`src/rtl/apu_pulse_reg_writer.sv`:
```
// CPU-side write port of the two pulse channels: holds the $4000-$4007
// register bytes, raises one-cycle side-effect strobes on register writes,
// owns both length counters and answers $4015 status reads.
module apu_pulse_reg_writer #(
   parameter logic [15:0] BASE_ADDR   = 16'h4000,
   parameter logic [15:0] STATUS_ADDR = 16'h4015
) (
   input  logic        clk,
   input  logic        reset,
   input  logic [15:0] cpu_addr,
   input  logic [7:0]  cpu_data_in,
   input  logic        cpu_we,
   input  logic        cpu_re,
   output logic [7:0]  cpu_data_out,
   input  logic        half_frame_tick,
   output logic [7:0]  reg4000,
   output logic [7:0]  reg4001,
   output logic [7:0]  reg4002,
   output logic [7:0]  reg4003,
   output logic [7:0]  reg4004,
   output logic [7:0]  reg4005,
   output logic [7:0]  reg4006,
   output logic [7:0]  reg4007,
   output logic        p1_restart,
   output logic        p2_restart,
   output logic        p1_sweep_reload,
   output logic        p2_sweep_reload,
   output logic        p1_active,
   output logic        p2_active
);

   // Length counter load values, indexed by data[7:3] of a $4003/$4007 write.
   function automatic logic [7:0] len_lookup(input logic [4:0] idx);
      logic [7:0] val;
      case (idx)
         5'd0:    val = 8'd10;
         5'd1:    val = 8'd254;
         5'd2:    val = 8'd20;
         5'd3:    val = 8'd2;
         5'd4:    val = 8'd40;
         5'd5:    val = 8'd4;
         5'd6:    val = 8'd80;
         5'd7:    val = 8'd6;
         5'd8:    val = 8'd160;
         5'd9:    val = 8'd8;
         5'd10:   val = 8'd60;
         5'd11:   val = 8'd10;
         5'd12:   val = 8'd14;
         5'd13:   val = 8'd12;
         5'd14:   val = 8'd26;
         5'd15:   val = 8'd14;
         5'd16:   val = 8'd12;
         5'd17:   val = 8'd16;
         5'd18:   val = 8'd24;
         5'd19:   val = 8'd18;
         5'd20:   val = 8'd48;
         5'd21:   val = 8'd20;
         5'd22:   val = 8'd96;
         5'd23:   val = 8'd22;
         5'd24:   val = 8'd192;
         5'd25:   val = 8'd24;
         5'd26:   val = 8'd72;
         5'd27:   val = 8'd26;
         5'd28:   val = 8'd16;
         5'd29:   val = 8'd28;
         5'd30:   val = 8'd32;
         5'd31:   val = 8'd30;
         default: val = 8'd0;
      endcase
      return val;
   endfunction

   logic [15:0] offset_s;
   logic [2:0]  reg_idx_s;
   logic        wr_pulse_s;
   logic        wr_status_s;
   logic        rd_status_s;
   logic [7:0]  len1_nxt_s;
   logic [7:0]  len2_nxt_s;

   logic [7:0]  reg_r [0:7];
   logic [7:0]  len1_r;
   logic [7:0]  len2_r;
   logic        en1_r;
   logic        en2_r;
   logic        p1_restart_r;
   logic        p2_restart_r;
   logic        p1_sweep_r;
   logic        p2_sweep_r;
   logic [7:0]  data_out_r;

   // Address decode: a pulse register write is any address within 8 bytes of the base.
   always_comb begin
      offset_s    = cpu_addr - BASE_ADDR;
      reg_idx_s   = offset_s[2:0];
      wr_pulse_s  = cpu_we && (offset_s < 16'd8);
      wr_status_s = cpu_we && (cpu_addr == STATUS_ADDR);
      rd_status_s = cpu_re && !cpu_we && (cpu_addr == STATUS_ADDR);
   end

   // Pulse register bytes: the addressed byte takes the write data.
   always_ff @(posedge clk) begin
      if (reset) begin
         for (int i = 0; i < 8; i++) begin
            reg_r[i] <= 8'h00;
         end
      end else if (wr_pulse_s) begin
         reg_r[reg_idx_s] <= cpu_data_in;
      end
   end

   // Side-effect strobes, registered so they line up with the updated byte.
   always_ff @(posedge clk) begin
      if (reset) begin
         p1_restart_r <= 1'b0;
         p2_restart_r <= 1'b0;
         p1_sweep_r   <= 1'b0;
         p2_sweep_r   <= 1'b0;
      end else begin
         p1_restart_r <= wr_pulse_s && (reg_idx_s == 3'd3);
         p2_restart_r <= wr_pulse_s && (reg_idx_s == 3'd7);
         p1_sweep_r   <= wr_pulse_s && (reg_idx_s == 3'd1);
         p2_sweep_r   <= wr_pulse_s && (reg_idx_s == 3'd5);
      end
   end

   // Next length values: disable beats load, load beats a half-frame decrement.
   always_comb begin
      len1_nxt_s = len1_r;
      len2_nxt_s = len2_r;
      if (wr_status_s && !cpu_data_in[0]) begin
         len1_nxt_s = 8'd0;
      end else if (wr_pulse_s && (reg_idx_s == 3'd3) && en1_r) begin
         len1_nxt_s = len_lookup(cpu_data_in[7:3]);
      end else if (half_frame_tick && (len1_r != 8'd0) && !reg_r[0][5]) begin
         len1_nxt_s = len1_r - 8'd1;
      end else begin
         len1_nxt_s = len1_r;
      end
      if (wr_status_s && !cpu_data_in[1]) begin
         len2_nxt_s = 8'd0;
      end else if (wr_pulse_s && (reg_idx_s == 3'd7) && en2_r) begin
         len2_nxt_s = len_lookup(cpu_data_in[7:3]);
      end else if (half_frame_tick && (len2_r != 8'd0) && !reg_r[4][5]) begin
         len2_nxt_s = len2_r - 8'd1;
      end else begin
         len2_nxt_s = len2_r;
      end
   end

   // Length counters and channel enable bits.
   always_ff @(posedge clk) begin
      if (reset) begin
         len1_r <= 8'd0;
         len2_r <= 8'd0;
         en1_r  <= 1'b0;
         en2_r  <= 1'b0;
      end else begin
         len1_r <= len1_nxt_s;
         len2_r <= len2_nxt_s;
         if (wr_status_s) begin
            en1_r <= cpu_data_in[0];
            en2_r <= cpu_data_in[1];
         end
      end
   end

   // Read data: only a pure $4015 read returns status; everything else reads 0.
   always_ff @(posedge clk) begin
      if (reset) begin
         data_out_r <= 8'h00;
      end else if (rd_status_s) begin
         data_out_r <= {6'b000000, (len2_r != 8'd0), (len1_r != 8'd0)};
      end else begin
         data_out_r <= 8'h00;
      end
   end

   assign reg4000         = reg_r[0];
   assign reg4001         = reg_r[1];
   assign reg4002         = reg_r[2];
   assign reg4003         = reg_r[3];
   assign reg4004         = reg_r[4];
   assign reg4005         = reg_r[5];
   assign reg4006         = reg_r[6];
   assign reg4007         = reg_r[7];
   assign p1_restart      = p1_restart_r;
   assign p2_restart      = p2_restart_r;
   assign p1_sweep_reload = p1_sweep_r;
   assign p2_sweep_reload = p2_sweep_r;
   assign p1_active       = (len1_r != 8'd0);
   assign p2_active       = (len2_r != 8'd0);
   assign cpu_data_out    = data_out_r;

endmodule

```
`config.mk`:
```
export PLATFORM = sky130hd
export DESIGN_NAME = apu_pulse_reg_writer
export DESIGN_NICKNAME = d
export VERILOG_FILES = /design/src/rtl/apu_pulse_reg_writer.sv
export SDC_FILE = /design/constraint.sdc
export NUM_CORES = 1
export LEC_CHECK = 0
export CAP_MARGIN = 20
export CORE_MARGIN = 3
export CORE_UTILIZATION = 40
export CTS_CLUSTER_SIZE = 10
export DETAILED_ROUTE_END_ITERATION = 8
export PLACE_DENSITY = 0.71
export SLEW_MARGIN = 20
export SYNTH_ARGS = -nofsm -noshare
export SYNTH_HDL_FRONTEND = slang
export SYNTH_SLANG_ARGS = --single-unit
export TNS_END_PERCENT = 30
```
`constraint.sdc`:
```
create_clock -name clk -period 3.1 [get_ports clk]
set_clock_uncertainty 0.2 [all_clocks]
set_input_delay 0.31 -clock clk [delete_from_list [all_inputs] [get_ports clk]]
set_output_delay 0.31 -clock clk [all_outputs]
set_load 0.05 [all_outputs]
```
==> impl_metrics.toml, run 1 <==
[sta]
timing.final.crit_share_pct = 91.7
finalMaxSlewViolations = 0
max_freq_ghz = 0.352
rsz0062_at_grt = "no"
layout_setup_ws_ns = 0.257
setup_violations = 0
final.setup.tns_ns = 0
period_minus_slack_ns = 2.84
slew-limit-headroom_pct = 52.8
tightestPinTransition_ns = 0.706
hold_viol_final = 0

[place]
place_ws_ns = 0.199
place_hpwl_um = 7880
io_buffers = 100
routabilityCongestion = 0.815

[clock_network]
holdBufCountCts = 0
clockBufferDepth = 2
clockRootBuffer = "clkbuf_8"
cts.sinks = 88
post_cts_buffers = 0
h-tree-depth = 3
insertion_delay_ns = 0.35
cts_made_buffers = 9
cts_tree = "yes"
cts_resized = 1
clkTransAtPathRegs_ns = 0.09

[routing]
drc = 0
detail_route.first_pass.iterations = 4
ant_nets = 0
vias = 3181
drt-total-wl_um = 10100
vias_per_cell = 5.07
routedWlPerCell_um = 16.0
drt-initial-drc-count = 230

[setup_path]
cp_num_cells = 6
cpPeakStageDelay_ns = 0.70
startpoint = "len1_r[0]"
r2r_start = "reg_r[4][5]"
crit_end = "p1_active"
path_class = "flip-flop to output port"
path_cells = "inv_1 -> ha_1 -> nor4b_2 -> and2_1 -> inv_1 -> clkdlybuf4s50_1"
start_kind = "flip-flop"
path_buf_inv = 3
crit_fanout = 5
required_ns = 2.59
r2r_end = "len2_r[5]"
slowest_stage = "clkdlybuf4s50_1"
critPathTopFamily = "buffers and inverters"
arrival_ns = 2.33
end_kind = "output port"
reg2reg_depth = 5
cpMostUsedCell = "inv_1"
r2r_slack_ns = 1.01

[run]
maxCapViolCount = 0

[power_and_ir_drop]
leakage_nw = 1.92
power_density_mw_per_mm2 = 647
ir_drop_mv = 0.328

[synthesis]
ys_ff_latch = 88
ys_types = 56
syn-instance-count = 378
async_flop_share_pct = 0
syn_area_mm2 = 0.00408
yosysSeqAreaShare_pct = 58.8
synthFlopType = "edfxtp_1"
yosysWarnings = 0
synth.largest_area_cell = "edfxtp_1"
synth-edff-count = 64
post_synth.cell_area_avg_um2 = 10.8
yosys-top-cells-area = "edfxtp_1 47%, dfxtp_1 12%, nor2_1 8.0%, a211oi_1 3.7%, ha_1 2.8%"
yosys-top-cells-count = "87 x nor2_1, 64 x edfxtp_1, 27 x nand2_1"
yosys.area.top_type_share_pct = 47.1
synth.most_common_cell = "nor2_1"

[floorplan]
die-area_mm2 = 0.0115
die_h_um = 107
start_util_pct = 41.4
core_mm2 = 0.00986
io_pins = 107
num_rows = 36
die_x_um = 107

[final_layout]
diodes = 0
drive_above_1_share_pct = 10.3
syn2layout_area_growth_pct = 34.1
final_core_util_pct = 55.5
num-nets-final = 528

[global_routing]
grt_pass1_wl_um = 16000
grt_overflow = 0
antenna_found_initial = 0
first_global_vias = 3097
grt_max_degree = 22
track_usage_pct = 18.0

[min_path]
holdCritPathClass = "flip-flop to flip-flop"

[run_status]
status = "finished clean"
how the worst min path moves through the flow:
stage | cells past startpoint | end | from
after floorplan | 2 | en1_r | en1_r
after CTS | 2 | en1_r | en1_r
after global placement | 2 | en1_r | en1_r
final | 2 | en1_r | en1_r
after global routing | 2 | en1_r | en1_r
after detailed placement | 2 | en1_r | en1_r
worst register-to-register path: cells and delay by family (launching register included):
kind             cells  cell delay (ns)
AND/OR/NAND/NOR      3             0.90
flip-flops           1             0.44
multiplexers         1             0.38
AO/OA/AOI/OAI        1             0.05
layer usage:
layer / global-route usage, % / up-vias / wire length, µm
met5: 0 / - / 0
met3: 3.31 / 4 / 631
met2: 29.1 / 114 / 4730
met1: 24.6 / 1496 / 4640
li1: - / 1567 / -
met4: 5.30 / 0 / 60
sequential cells by signal, indices dropped and copies added, names as in the netlist, 2 cells and up:
name,cells
len2_r,8
reg_r,64
len1_r,8
cpu_data_out,2
area by class of cell:
| class | instances | area, µm² |
|---|---|---|
| Inverter | 10 | 37.5 |
| Timing Repair Buffer | 123 | 1170 |
| Tap cell | 133 | 166 |
| Fill cell | 861 | 4390 |
| Clock buffer | 9 | 124 |
| Sequential cell | 88 | 2400 |
| Clock inverter | 7 | 46.3 |
| Multi-Input combinational cell | 258 | 1530 |
kinds of logic (layout without fill, tap and decap cells):
| group | Yosys count | count (layout) | synth area share [%] |
|---|---|---|---|
| other | 1 | 6 | 0.0919 |
| AND/OR/NAND/NOR | 171 | 171 | 20.6 |
| multiplexers | 6 | 6 | 1.53 |
| XOR/XNOR | 5 | 5 | 1.07 |
| buffers and inverters | 37 | 149 | 4.41 |
| AO/OA/AOI/OAI | 61 | 61 | 10.7 |
| adder cells (fa/ha/maj) | 9 | 9 | 2.76 |
| flip-flops | 88 | 88 | 58.8 |
per-stage QoR:
stage / power (mW) / cell area, µm² / hold WS (ns) / cells
after detailed placement: 2.86 / 5300 / 0.287 / 612
after floorplan: 2.44 / 4100 / 0.253 / 383
after global routing: 3.76 / 5480 / 0.324 / 628
after CTS: 3.57 / 5480 / 0.305 / 628
final: 3.54 / 5480 / 0.304 / 628
after global placement: 2.84 / 5300 / 0.269 / 612
cells in the final DEF (no fill, tap or decap), types with 3 or more instances in the layout:
cell type          n
a211oi_1          20
a21oi_1           11
buf_4             23
clkbuf_8           9
clkdlybuf4s50_1  100
conb_1             6
dfxtp_1           24
edfxtp_1          64
ha_1               9
inv_1             10
mux2i_1            4
nand2_1           27
nand2b_1           3
nand3b_1           3
nand4_1            3
nor2_1            87
nor2b_1            5
nor3_1            10
nor3b_1            3
nor4_1             4
o21ai_0            6
o21bai_1           8
or3_1              3
or4_1              4
xor2_1             3
power breakdown:
| part | switching [mW] | internal [mW] |
|---|---|---|
| clock | 0.410 | 0.291 |
| sequential | 0.107 | 1.38 |
| combinational | 0.824 | 0.538 |
| total | 1.34 | 2.20 |
(Power assumes the default switching activity.)
==> inputs of run 2 (changes only) <==
Settings changed: GPL_ROUTABILITY_DRIVEN set to 0.
==> results of run 2 <==
Final layout, timing and power as in run 1 (identical DEF).
